==> src/rtl/bus_loader.sv <==
// Byte-stream driven bus initiator: executes framed load (write) and dump (read)
// commands against a halt-capable memory bus, streaming dumped bytes back out.
module bus_loader #(
  parameter logic [7:0]  CMD_LOAD  = 8'h4C,
  parameter logic [7:0]  CMD_READ  = 8'h52,
  parameter int unsigned READ_WAIT = 1
) (
  input  logic        clk,
  input  logic        reset,
  input  logic [7:0]  rx_data,
  input  logic        rx_valid,
  output logic        rx_ready,
  output logic [7:0]  tx_data,
  output logic        tx_valid,
  input  logic        tx_ready,
  output logic [23:0] address,
  output logic [7:0]  data_out,
  input  logic [7:0]  data_in,
  output logic        bus_enable,
  output logic        write_enable,
  input  logic        bus_halt,
  output logic        busy,
  output logic        done,
  output logic        error
);

  typedef enum logic [3:0] {
    IDLE, HDR_A2, HDR_A1, HDR_A0, HDR_L1, HDR_L0,
    W_BYTE, W_BUS, R_BUS, R_SEND, FINISH
  } state_t;

  state_t      state, state_next;
  logic [15:0] count;
  logic [3:0]  wait_cnt;
  logic        is_read;
  logic        rx_fire;
  logic        is_cmd;

  assign rx_ready = (state == IDLE)   || (state == HDR_A2) || (state == HDR_A1) ||
                    (state == HDR_A0) || (state == HDR_L1) || (state == HDR_L0) ||
                    (state == W_BYTE);
  assign busy     = (state != IDLE);
  assign rx_fire  = rx_valid && rx_ready;
  assign is_cmd   = (rx_data == CMD_LOAD) || (rx_data == CMD_READ);

  always_ff @(posedge clk) begin
    if (reset) state <= IDLE;
    else       state <= state_next;
  end

  always_comb begin
    state_next = state;
    case (state)
      IDLE:   if (rx_fire && is_cmd) state_next = HDR_A2;
      HDR_A2: if (rx_fire) state_next = HDR_A1;
      HDR_A1: if (rx_fire) state_next = HDR_A0;
      HDR_A0: if (rx_fire) state_next = HDR_L1;
      HDR_L1: if (rx_fire) state_next = HDR_L0;
      HDR_L0: begin
        if (rx_fire) begin
          if ({count[15:8], rx_data} == 16'd0) state_next = FINISH;
          else if (is_read)                    state_next = R_BUS;
          else                                 state_next = W_BYTE;
        end
      end
      W_BYTE: if (rx_fire) state_next = W_BUS;
      W_BUS:  if (!bus_halt) state_next = (count == 16'd1) ? FINISH : W_BYTE;
      R_BUS:  if (!bus_halt && (wait_cnt == 4'd0)) state_next = R_SEND;
      R_SEND: if (tx_ready) state_next = (count == 16'd1) ? FINISH : R_BUS;
      FINISH: state_next = IDLE;
      default: state_next = IDLE;
    endcase
  end

  // Registered outputs follow the next state so enables line up with the state they decode
  always_ff @(posedge clk) begin
    if (reset) begin
      address      <= '0;
      data_out     <= '0;
      tx_data      <= '0;
      tx_valid     <= 1'b0;
      bus_enable   <= 1'b0;
      write_enable <= 1'b0;
      done         <= 1'b0;
      error        <= 1'b0;
      count        <= '0;
      wait_cnt     <= '0;
      is_read      <= 1'b0;
    end else begin
      bus_enable   <= (state_next == W_BUS) || (state_next == R_BUS);
      write_enable <= (state_next == W_BUS);
      tx_valid     <= (state_next == R_SEND);
      done         <= (state_next == FINISH);
      error        <= (state == IDLE) && rx_fire && !is_cmd;

      if ((state_next == R_BUS) && (state != R_BUS))
        wait_cnt <= 4'(READ_WAIT);
      else if ((state == R_BUS) && !bus_halt && (wait_cnt != 4'd0))
        wait_cnt <= wait_cnt - 4'd1;

      case (state)
        IDLE:   if (rx_fire) is_read <= (rx_data == CMD_READ);
        HDR_A2: if (rx_fire) address[23:16] <= rx_data;
        HDR_A1: if (rx_fire) address[15:8]  <= rx_data;
        HDR_A0: if (rx_fire) address[7:0]   <= rx_data;
        HDR_L1: if (rx_fire) count[15:8]    <= rx_data;
        HDR_L0: if (rx_fire) count[7:0]     <= rx_data;
        W_BYTE: if (rx_fire) data_out       <= rx_data;
        W_BUS: begin
          if (!bus_halt) begin
            address <= address + 24'd1;
            count   <= count - 16'd1;
          end
        end
        R_BUS:  if (!bus_halt && (wait_cnt == 4'd0)) tx_data <= data_in;
        R_SEND: begin
          if (tx_ready) begin
            address <= address + 24'd1;
            count   <= count - 16'd1;
          end
        end
        default: ;
      endcase
    end
  end

endmodule

==> config.mk <==
export PLATFORM = sky130hd
export DESIGN_NAME = bus_loader
export DESIGN_NICKNAME = d
export VERILOG_FILES = /design/src/rtl/bus_loader.sv
export SDC_FILE = /design/constraint.sdc
export NUM_CORES = 1
export LEC_CHECK = 0
export BUFFER_PORTS_ARGS = -buffer_cell sky130_fd_sc_hd__buf_2
export CORE_MARGIN = 2
export CORE_UTILIZATION = 55
export CTS_CLUSTER_DIAMETER = 150
export DETAILED_ROUTE_END_ITERATION = 7
export GPL_TIMING_DRIVEN = 0
export PLACE_DENSITY = 0.78
export SKIP_LAST_GASP = 1
export SLEW_MARGIN = 15
export SYNTH_ARGS = -nofsm -noshare
export SYNTH_HDL_FRONTEND = slang
export SYNTH_SLANG_ARGS = --single-unit
==> constraint.sdc <==
create_clock -name clk -period 2.9 [get_ports clk]
set_clock_uncertainty 0.15 [all_clocks]
set_input_delay 0.29 -clock clk [delete_from_list [all_inputs] [get_ports clk]]
set_output_delay 0.29 -clock clk [all_outputs]
set_load 0.1 [all_outputs]
Word-level counts from Yosys, hierarchy flattened --
Cells that the tools add are included.
Storage, ports and cells: register bits 70, latch bits 0, memory bits (writable) 0, memory bits (read-only) 0, output and inout bits 47, word-level logic and storage cells 108, memories kept 0
Cells by class: add/sub/neg operators 3, $mul 0, div/mod/pow operators 0, magnitude comparators 0, equality and inequality tests 24, shift-type cells 0, multiplexer cells 27, bitwise operators 0, reductions and logical operators 38
Operators with widths (number):
- one-hot mux 8 bit (3 select lines) | 5
- two-way mux 4 bit | 13
- two-way mux 24 bit | 2
- one-hot mux 4 bit (10 select lines) | 1
- two-way mux 16 bit | 2
- adder 24 x 1 -> 24 bit, second input constant | 1
- equality test 4 x 3 -> 1 bit, second input constant | 5
- equality test 4 bit, second input constant | 5
- AND reduction 4 bit | 5
- equality test 16 x 1 -> 1 bit, second input constant | 1
- equality test 8 x 7 -> 1 bit, second input constant | 2
- zero test 16 bit | 1
- subtractor 16 x 1 -> 16 bit, second input constant | 1
- nonzero test 3 bit | 5
- != test 2 bit, second input constant | 7
- equality test 4 x 2 -> 1 bit, second input constant | 2
- logical AND 1 bit | 8
- zero test 4 bit | 2
- logical OR 1 bit | 8
- two-way mux 8 bit | 1
- nonzero test 4 bit | 2
- AND reduction 2 bit | 3
- equality test 4 x 1 -> 1 bit, second input constant | 1
- != test 4 bit, second input constant | 1
- 6 further kinds | 8

Logic depth before layout (Yosys ltp) --
word-level depth 14, depth in mapped cells 9, depth with buffers taken out 8

Least setup slack after synthesis --
No wires, ideal clock.
path type reg-to-output, start reg state[0], end out rx_ready, data arrival time 2.357 ns, path slack 0.103 ns, cell stages (with the launch flop) 4, buffers on the path 2, path through dfxtp_1 -> buf_2 -> clkbuf_1 -> a31oi_1
On the way: longest elaborated chain between the ends 7, elaborated cells on any way between the ends 13
RTL lines:
- from (decl) | line 32 | state_t state, state_next;
- from (signal assigned) | line 48 | else state <= state_next;
- equality test 4 x 1 -> 1 bit / zero test 4 bit (equally long branches) | line 39 | assign rx_ready = (state == IDLE) || (state == HDR_A2) || (state == HDR_A1) ||
- logical OR 1 bit (3 in series) | line 39
- logical OR 1 bit (2 in series) | line 40 | (state == HDR_A0) || (state == HDR_L1) || (state == HDR_L0) ||
- logical OR 1 bit (*) | line 40
- to (decl) | line 12 | output logic rx_ready,
Mark *: on every way between the ends. The rest lies on a longest branch, timed or not.

Final worst setup path --
start reg state[3], end reg count[4]
On the way: longest elaborated chain between the ends 10, elaborated cells on any way between the ends 22
RTL lines:
- equality test 4 x 1 -> 1 bit / zero test 4 bit (equally long branches) | line 39
- logical OR 1 bit (3 in series) | line 39
- logical OR 1 bit (3 in series) | line 40
- logical AND 1 bit | line 43 | assign rx_fire = rx_valid && rx_ready;
- != test 2 bit (no source line)
- AND reduction 4 bit (no source line)
- to (signal assigned) | line 107 | HDR_L0: if (rx_fire) count[7:0] <= rx_data;
- to (signal assigned) | line 112 | count <= count - 16'd1;
- to (signal assigned) | line 119 | count <= count - 16'd1;
- to (decl) | line 33 | logic [15:0] count;
Several ways; a longest one is shown, not always the timed one. A chain may end at the register's enable or synchronous reset.

==> flow_metrics.py <==
metrics = {
    "die": {
        "ios": 68,
        "die_x_um": 88.8,
        "rows": 30,
        "die_height_um": 88.8,
        "core_um2": 6870,
        "initial_core_util_pct": 57.6,
        "dieArea_um2": 7890,
    },
    "grt": {
        "antenna_found_initial": 0,
        "grt_pass1_vias": 3847,
        "grtUsageMet3_pct": 4.66,
        "grt_start_max_net_pins": 12,
        "grtUsageTotal_pct": 32.3,
        "grt-ovfl-total": 0,
        "grt_use_met1_pct": 43.6,
        "grt_first_pass_wirelength_um": 19400,
        "use_met2_pct": 51.6,
        "grt-busiest-layer": "met2",
    },
    "sta": {
        "drv_slew": 0,
        "period_share_pct": 86.6,
        "clock.fmax_ghz": 0.398,
        "worst-slew-pin-transition_ps": 857,
        "hold_viol_final": 0,
        "min_period_ps": 2510,
        "tns_ps": 0,
        "rsz0062_at_grt": "no",
        "slew_headroom_pct": 42.0,
        "finalSetupViolations": 0,
    },
    "yosys": {
        "yosysMostFrequentCell": "dfxtp_1",
        "ys_ff_latch": 70,
        "yosys.area.top_type": "dfxtp_1",
        "synthDistinctLibCells": 60,
        "synthFlopType": "dfxtp_1",
        "synthTopCellsByArea": "dfxtp_1, nor2_1, a21oi_1, mux2i_1, nand2_1",
        "avgSynthCellArea_um2": 7.74,
        "synth_edf_count": 0,
        "syn_inst": 511,
        "yosys-top-cells-count": "dfxtp_1, nor2_1, nand2_1",
        "synthArstFlopShare_pct": 0,
        "yosys_warnings": 0,
        "synth_fp_nets": 537,
        "syn-cell-area_um2": 3960,
        "synth-seq-area-share_pct": 35.4,
        "synth_top_area_share_pct": 35.4,
    },
    "clock_tree": {
        "tritoncts": "yes",
        "post_cts_buffers": 0,
        "max-clock-path-buffers": 2,
        "hold_buffers": 0,
        "root_buffer": "clkbuf_8",
        "cts_buffers": 9,
        "insertion_delay_ps": 350,
        "htreeDepth": 3,
        "path_clk_slew_ps": 70,
        "cts_resized": 0,
        "clock-sinks": 70,
    },
    "worst_setup_path": {
        "reg2regPathDepth": 8,
        "cp_slowest_stage_delay_ps": 560,
        "timing.rr.start": "state[3]",
        "cp-end-kind": "flip-flop",
        "slowest_stage": "clkbuf_1",
        "worstPathArrival_ps": 2640,
        "worstPathCellList": "buf_2 > and3b_1 > o21ai_2 > clkbuf_1 > nand2_1 > o31ai_1 > a21oi_1 > nor2_1",
        "reg2reg_slack_ps": 390,
        "crit_fanout": 10,
        "path_class": "reg -> reg",
        "cp.required_ps": 3030,
        "startpoint_type": "flip-flop",
        "r2r-end": "count[4]",
    },
    "min_path": {
        "min_to": "tx_data[5]",
        "worstHoldPathCells": 3,
        "hold_path.class": "in -> reg",
        "hold_start": "data_in[5]",
    },
    "power_and_ir_drop": {
        "ir_worst_vdd_v": 0.000289,
        "p_per_area_nw_per_um2": 407,
        "p_leak_nw": 1.83,
    },
    "detailed_routing": {
        "drt_iter0_drc": 322,
        "wl_per_cell_um": 18.3,
        "dr.pass1.iters": 5,
        "viasPerCell": 6.33,
        "detail-route-antenna-nets": 0,
        "vias": 4364,
        "drc_errors": 0,
        "routed_wl_um": 12600,
    },
    "cells_and_area": {
        "area_growth_pct": 16.5,
        "final_area_um2": 4610,
        "fillCellCount": 629,
        "drive_above_1_share_pct": 18.4,
        "antenna_cells": 0,
        "fin_nets": 614,
    },
    "run_status": {
        "status": "finished, final reports clean",
    },
    "placement": {
        "portBuffers": 66,
        "gp_congestion": 1.02,
        "dp_hpwl_um": 8900,
        "post_dp_cell_area_um2": 4410,
    },
    "run": {
        "drv_cap": 0,
    },
}
[power by group]
| part | total (mW) | internal (mW) | switching (mW) |
|---|---|---|---|
| clock network | 0.806 | 0.440 | 0.366 |
| logic | 0.107 | 0.0313 | 0.0752 |
| registers | 0.962 | 0.962 | 0.000656 |
[kinds of logic after synthesis]
family                   after synthesis  synth area share [%]
adder cells (fa/ha/maj)                5                  1.58
multiplexers                          18                  4.56
buffers and inverters                 41                  4.49
AO/OA/AOI/OAI                        157                  25.5
flip-flops                            70                  35.4
AND/OR/NAND/NOR                      219                  28.3
XOR/XNOR                               1                 0.221
[worst max-delay path, delay by kind of cell (launching register included)]
family / cells / cell delay (ps)
AOI/OAI and AO/OA: 3 / 540
buffers and inverters: 2 / 780
DFF: 1 / 360
and+or+nand+nor: 3 / 610
[worst max path at each step]
stage	startpoint	slack [ps]	to	cells past startpoint
after floorplan	state[0]	100	rx_ready	3
after global placement	state[3]	520	address[14]	8
after detailed placement	state[1]	540	count[8]	7
final	state[3]	390	count[4]	8
after global routing	state[3]	280	address[4]	8
after CTS	state[0]	450	busy	4
[cell type report]
class | count | area (um2) | area share [%]
inverter | 9 | 33.8 | 0.733
timing repair buffer | 66 | 330 | 7.17
clock buffer | 12 | 155 | 3.37
buffer | 32 | 144 | 3.12
clock inverter | 4 | 45.0 | 0.978
sequential | 70 | 1400 | 30.4
multi-input combinational | 400 | 2380 | 51.6
tap | 96 | 120 | 2.61
[metrics by stage]
step / hold slack [ps] / util [%] / setup WS (ps) / total power [mW] / std cells
after CTS: 30.5 / 67.0 / 445 / 1.87 / 689
final: 24.6 / 67.0 / 389 / 1.88 / 689
after global routing: 43.1 / 67.0 / 275 / 1.92 / 689
after floorplan: 285 / - / 103 / 1.04 / 511
after detailed placement: 327 / 64.1 / 542 / 1.09 / 673
after global placement: 316 / 64.1 / 524 / 1.09 / 673
[placed cells by master (no fill, tap or decap), types with 4 or more instances in the layout]
cell type,n
a21o_1,7
mux2i_1,18
or3_1,6
clkbuf_8,11
clkbuf_1,15
nand2_1,47
a21oi_1,44
a211oi_1,17
a22oi_1,4
nand2b_1,5
and2_1,6
o21ai_1,4
nand3_1,12
a31oi_1,9
nor2b_1,8
nor3b_1,4
o22ai_1,9
inv_1,9
nor2_1,69
and3_1,6
o21a_1,4
dfxtp_1,70
nor4_1,8
o21ai_0,26
buf_2,82
nor3_1,22
o31ai_1,9
nand3b_1,4
ha_1,5
[state kept, by name (all words and copies together) (netlist names)]
signal,cells
data_out,8
write_enable,1
tx_data,8
count,16
tx_valid,1
address,24
state,4
bus_enable,1
is_read,1
wait_cnt,4
error,1
done,1
[per-layer routing]
metal	vias to the layer above	share of wire, %
met3	34	9.7
li1	2035	-
met4	0	3.0
met1	2039	42
met2	256	46
met5	-	0
Power figures use the tool's default switching activity.
